<file path="config.mk">
export PLATFORM = sky130hd
export DESIGN_NAME = fare_collector
export DESIGN_NICKNAME = d
export VERILOG_FILES = /design/src/rtl/fare_collector.sv
export SDC_FILE = /design/constraint.sdc
export NUM_CORES = 1
export LEC_CHECK = 0
export ABC_CLOCK_PERIOD_IN_PS = 4340
export CORE_AREA = 2 2 87 89
export DETAILED_ROUTE_END_ITERATION = 16
export DIE_AREA = 0 0 89 91
export SLEW_MARGIN = 0
export SYNTH_ARGS = -nofsm -noshare
export SYNTH_HDL_FRONTEND = slang
export SYNTH_SLANG_ARGS = --single-unit
</file>
<file path="constraint.sdc">
create_clock -name clk -period 4.34 [get_ports clk]
set_clock_uncertainty 0.15 [all_clocks]
set_input_delay 1.085 -clock clk [delete_from_list [all_inputs] [get_ports clk]]
set_output_delay 1.085 -clock clk [all_outputs]
set_load 0.1 [all_outputs]
</file>
<file path="src/rtl/fare_collector.sv">
// Coin-operated fare collector: accumulates 5c/10c/25c coins and pulses the turnstile
// once FARE is reached. Excess credit and cancelled credit are returned as change.
module fare_collector #(
  parameter int unsigned FARE = 25
) (
  input  logic        clk,
  input  logic        rst_n,
  input  logic        coin_valid,
  input  logic [1:0]  coin_type,
  input  logic        cancel,
  input  logic        push,
  output logic        coin_pulse,
  output logic [6:0]  credit,
  output logic        change_valid,
  output logic [6:0]  change_amount,
  output logic        reject,
  output logic [15:0] fares_granted
);

  typedef enum logic [1:0] {StIdle, StCollect, StWaitPass} state_e;

  localparam logic [7:0] FareC = 8'(FARE);

  state_e      state_q, state_d;
  logic        coin_pulse_q, coin_pulse_d;
  logic [6:0]  credit_q, credit_d;
  logic        change_valid_q, change_valid_d;
  logic [6:0]  change_amount_q, change_amount_d;
  logic        reject_q, reject_d;
  logic [15:0] fares_q, fares_d;

  logic [7:0] coin_value;
  logic [7:0] sum;
  logic [7:0] excess;
  logic       coin_ok, accepting, paid, refund;

  always_comb begin
    case (coin_type)
      2'b00:   coin_value = 8'd5;
      2'b01:   coin_value = 8'd10;
      2'b10:   coin_value = 8'd25;
      default: coin_value = 8'd0;
    endcase
  end

  // Sums are kept at 8 bits; the largest possible value (FARE - 5 + 25) still fits in 7.
  assign sum       = {1'b0, credit_q} + coin_value;
  assign excess    = sum - FareC;
  assign coin_ok   = coin_valid && (coin_type != 2'b11);
  assign accepting = (state_q != StWaitPass) && !cancel && coin_ok;
  assign paid      = sum >= FareC;
  assign refund    = (state_q == StCollect) && cancel;

  always_ff @(posedge clk) begin
    if (!rst_n) begin
      state_q <= StIdle;
    end else begin
      state_q <= state_d;
    end
  end

  always_comb begin
    state_d = state_q;
    case (state_q)
      StIdle, StCollect: begin
        if (cancel) begin
          state_d = StIdle;
        end else if (coin_ok) begin
          state_d = paid ? StWaitPass : StCollect;
        end
      end
      StWaitPass: begin
        if (push) state_d = StIdle;
      end
      default: state_d = StIdle;
    endcase
  end

  always_comb begin
    coin_pulse_d    = accepting && paid;
    // Cancel wins over a simultaneous coin, so that coin is handed back.
    reject_d        = coin_valid && ((state_q == StWaitPass) || cancel || (coin_type == 2'b11));
    credit_d        = credit_q;
    change_valid_d  = 1'b0;
    change_amount_d = change_amount_q;
    fares_d         = fares_q;
    if (refund) begin
      credit_d        = 7'd0;
      change_valid_d  = 1'b1;
      change_amount_d = credit_q;
    end else if (accepting) begin
      if (paid) begin
        credit_d = 7'd0;
        if (fares_q != 16'hFFFF) fares_d = fares_q + 16'd1;
        if (excess != 8'd0) begin
          change_valid_d  = 1'b1;
          change_amount_d = excess[6:0];
        end
      end else begin
        credit_d = sum[6:0];
      end
    end
  end

  always_ff @(posedge clk) begin
    if (!rst_n) begin
      coin_pulse_q    <= 1'b0;
      credit_q        <= 7'd0;
      change_valid_q  <= 1'b0;
      change_amount_q <= 7'd0;
      reject_q        <= 1'b0;
      fares_q         <= 16'd0;
    end else begin
      coin_pulse_q    <= coin_pulse_d;
      credit_q        <= credit_d;
      change_valid_q  <= change_valid_d;
      change_amount_q <= change_amount_d;
      reject_q        <= reject_d;
      fares_q         <= fares_d;
    end
  end

  assign coin_pulse    = coin_pulse_q;
  assign credit        = credit_q;
  assign change_valid  = change_valid_q;
  assign change_amount = change_amount_q;
  assign reject        = reject_q;
  assign fares_granted = fares_q;

endmodule

</file>
---- Word-level counts from Yosys, hierarchy flattened ----
Index checks and enable logic that the tools add are counted.
storage, ports and cells
  register bits after elaboration ......... 35
  output and inout bits ................... 33
  logic and storage cells ................. 58
  bits of input ports ..................... 7
cells by class
  mux-type cells .......................... 15
  equal/unequal tests ..................... 10
  magnitude comparators ................... 1
  bitwise logic cells ..................... 2
  reduce and logical (&&, ||, !) cells .... 20
  $add $sub $neg .......................... 3
operators with widths
  cell                   count
  $mux 7                 5
  $add 16x1->16 const B  1
  $ne 16x16->1 const B   1
  $pmux 5 s3             1
  $add 7x8->8            1
  $ge 8x5->1 const B     1
  $mux 2                 4
  $reduce_bool 8->1      1
  $sub 8x5->8 const B    1
  $eq 2x2->1 const B     3
  $logic_and 1x1->1      6
  $ne 2x2->1 const B     3
  $reduce_bool 2->1      3
  $eq 2x1->1 const B     2
  $logic_not 2->1        2
  $mux 1                 4
  $pmux 2 s2             1
  $reduce_and 4->1       1
  $reduce_or 2->1        2
  $ne 3x3->1 const B     1
  $reduce_and 3->1       1
  $logic_or 1x1->1       2
  $not 1->1              2
  $reduce_and 2->1       1
  $logic_not 1->1        1

---- Longest topological paths before layout ----
  word-level depth ........................ 9
  mapped depth ............................ 13
  mapped depth without buffers ............ 12

---- Least setup slack after synthesis ----
No wires, ideal clock.
  kind .................................... input port to flip-flop
  start point ............................. in coin_type[0]
  end point ............................... reg change_amount_q[1] (netlist: change_amount[1])
  slack ................................... 0.407 ns
  buffers on the path ..................... 0
  library setup time ...................... 0.120 ns
  required time ........................... 4.070 ns
  stages .................................. 12
  arrival ................................. 3.664 ns
  cells stage by stage .................... inv_1 > ha_1 > inv_1 > fa_1 > nor2b_1 > o22ai_2 > xnor2_2 > or4_1 > a311oi_2 > o31ai_2 > and3_1 > o31a_1
between the ends
  cells in the longest elaborated chain, start to end .. 8
  elaborated cells on any way between the ends .. 19
  those cells by class .................... 2 x add/sub; 1 x order compare; 3 x eq/ne; 5 x mux; 8 x reduce/logical
ends and longest elaborated chain
  item                                      line  RTL
  start: declaration                        9     input logic [1:0] coin_type,
  $eq 2x2->1, or another cell as far along  38    case (coin_type)
  $pmux 5 s3                                38
  $add 7x8->8                               47    assign sum = {1'b0, credit_q} + coin_value;
  $sub 8x5->8                               48    assign excess = sum - FareC;
  $mux 7                                    95    if (excess != 8'd0) begin
  $mux 7                                    92    if (paid) begin
  $mux 7                                    91    end else if (accepting) begin
  $mux 7                                    87    if (refund) begin
  end signal: assignment                    117   change_amount_q <= change_amount_d;
  end: declaration                          28    logic [6:0] change_amount_q, change_amount_d;
Parallel ways exist; a longest one is shown, timed or not. The select of a mux whose other input is x is not followed.
A chain may end at the register's enable or synchronous reset.

---- Worst setup path after layout ----
Ends and elaborated chain as after synthesis.

==> metrics.txt <==
outcome completed; MaxCap Viol Count 0; CP arrival 4.22 ns; Starting Density 0.292; Buf+Inv Stages, Crit Path 3; Post-Syn Instances 256; routed vias 2030; WL/cell 12.7 µm; delay of the slowest cell on the worst path 0.53 ns; clock sinks 35; leakage power 1.08 nW; H-tree depth 2; Max-slew headroom 0.331; maximum clock rate 0.239 GHz; worst hold slack 0.344 ns; Top FF cell, synth dfxtp_1; CTS Buf Count 5; Final Total Pwr 0.816 mW; layout cells sized above 1 0.135; reg2reg end change_amount[1]; total core area 7140 µm²; CP Capture Type flop; Tot GR Track Use 0.136; Unique masters post-synth 51; die footprint 8100 µm²; Layout Nets 337; Worst Setup EP change_amount[1]; Max Slew Vio Count 0; Die X 89 µm; synthesized area 2080 µm²; Post-synth EDFFs 0; worst-margin pin slew 1.00 ns; Inserted Diodes 0; Final GP Congestion 0.828; final wirelength 5300 µm; maximum clock path buffer count 2; Final HPWL DP 4060 µm; non-filler cells, final 417; design area 2890 µm²; syn nets 276; reg-to-reg slack, setup 1.06 ns; largest net degree at the start of global routing 15; CP required 4.38 ns; first-pass GRT wire length 8690 µm; PortBufs 39; endpoints failing hold 0; sequential element share of the synthesized area 0.336; minimum clock period after layout 4.18 ns; Die Y 91 µm; asr flop ratio synth 0; crit path launch coin_type[0]; Tcrit/Tclk final 0.963; dpl cell area 2740 µm²; placed cell count 408; antenna-violating nets left 0; synth warn 0; antenna violations before repair 0; cell area power density 283 nW/µm²; placement row count 31; Worst path slowest cell or4_1; initial DRC count 83; Worst Reg-to-Reg Cells 11; area grow syn2layout 38.4%; Avg Vias per Cell 4.87; cell family with most CP delay simple AND/OR/NAND/NOR gates; clk_lat worst skew 0.30 ns; Setup TNS 0 ns; R2R Path Start credit[0]; Worst Path Max Fanout 9; pre-CTS setup slack -0.198 ns; Residual DRC 0; CTS tree done; Setup CP Type in -> reg; vias in the first global route 1859; Critical Path Source Type input pin; final core occ 0.404; IO Pins 40; CP Cell Sequence clkdlybuf4s50_1 -> inv_1 -> ha_1 -> inv_1 -> fa_1 -> nor2b_1 -> o22ai_2 -> xnor2_2 -> or4_1 -> a311oi_2 -> o31ai_4 -> and3_1 -> o31a_1; Stages on worst setup path 13; Synth Register Bits 35; clock root cell clkbuf_8; Pre-Repair DR Iteration Count 4; Worst-path clk slew 0.07 ns; worst setup slack after layout 0.160 ns; # setup viols final 0; global route overflow 0; most frequent CP cell inv_1; worst min path class reg -> reg; Worst VDD drop 0.0000957 V; Synth Area per Inst 8.14 µm²
layout by cell type (no fill, tap or decap), drive strengths merged, types with 12 or more instances in the layout:
cell,count
dfxtp,35
buf,24
nor2,19
inv,15
clkdlybuf4s50,39
nand3,17
a21oi,20
nand2,27
o21ai,12
ha,12
cells by family (layout without fill, tap and decap cells):
kind of cell             count (synthesis)  in the layout  synth area share
AND/OR/NAND/NOR                        106            106             0.257
AO/OA/AOI/OAI                           56             56             0.178
XOR/XNOR                                18             18            0.0828
flip-flops                              35             35             0.336
buffers and inverters                   24             86            0.0438
adder cells (fa/ha/maj)                 13             13            0.0816
multiplexers                             4              4            0.0204
area by class of cell:
| type | instances | area [µm²] |
|---|---|---|
| Tap cell | 99 | 124 |
| Clock inverter | 2 | 35.0 |
| Inverter | 15 | 56.3 |
| Fill cell | 756 | 4250 |
| Timing Repair Buffer | 63 | 571 |
| Clock buffer | 6 | 82.6 |
| Multi-Input combinational cell | 197 | 1320 |
| Sequential cell | 35 | 701 |
what timing repair did:
item,CTS,global route
endpoints found under the setup margin,0,7
hold buffers,0,0
buffers inserted,0,1
gates resized for setup,0,4
worst min path at each step:
stage                            startpoint           endpoint  depth (start not counted)
after floorplan                  state_q[1]         state_q[0]                          1
after global placement    fares_granted[12]  fares_granted[12]                          2
after detailed placement         state_q[1]         state_q[0]                          1
after CTS                  fares_granted[1]   fares_granted[1]                          2
after global routing       fares_granted[1]   fares_granted[1]                          2
final                      fares_granted[1]   fares_granted[1]                          2
worst min-delay path: stages, from the launching register on:
cell and delay, ns:
dfxtp_1 0.34, nand2_1 0.06, a21oi_1 0.05
Yosys cell counts (5+ instances only):
cell | number | area share
xor2_1 | 9 | 0.038
nand3_1 | 17 | 0.041
nand2b_1 | 5 | 0.015
nand4_1 | 8 | 0.024
dfxtp_1 | 35 | 0.34
ha_1 | 12 | 0.072
a21oi_1 | 20 | 0.048
inv_1 | 15 | 0.027
clkbuf_1 | 8 | 0.014
nand2_1 | 27 | 0.049
o21ai_0 | 11 | 0.026
xnor2_1 | 7 | 0.029
nor2_1 | 19 | 0.034
or3_1 | 6 | 0.018
and3_1 | 5 | 0.015
layer usage:
metal  global-route usage  vias up  part of all wire
met4               0.0435        0             0.016
met1                0.178      951              0.46
met3               0.0336        9             0.046
li1                     -     1026                 -
met5                    0        -                 0
met2                0.218       44              0.48
sequential cells by signal, indices dropped and copies added, names as in the netlist:
name           cells
change_valid       1
reject             1
change_amount      7
coin_pulse         1
fares_granted     16
credit             7
state_q            2
power breakdown:
part,total (mW),leakage [nW],switching (mW),internal [mW]
Clock,0.309,0.0612,0.123,0.186
Combinational,0.174,0.738,0.110,0.0639
Sequential,0.333,0.283,0.00553,0.327
Total,0.816,1.08,0.239,0.577
(Power assumes the default switching activity.)
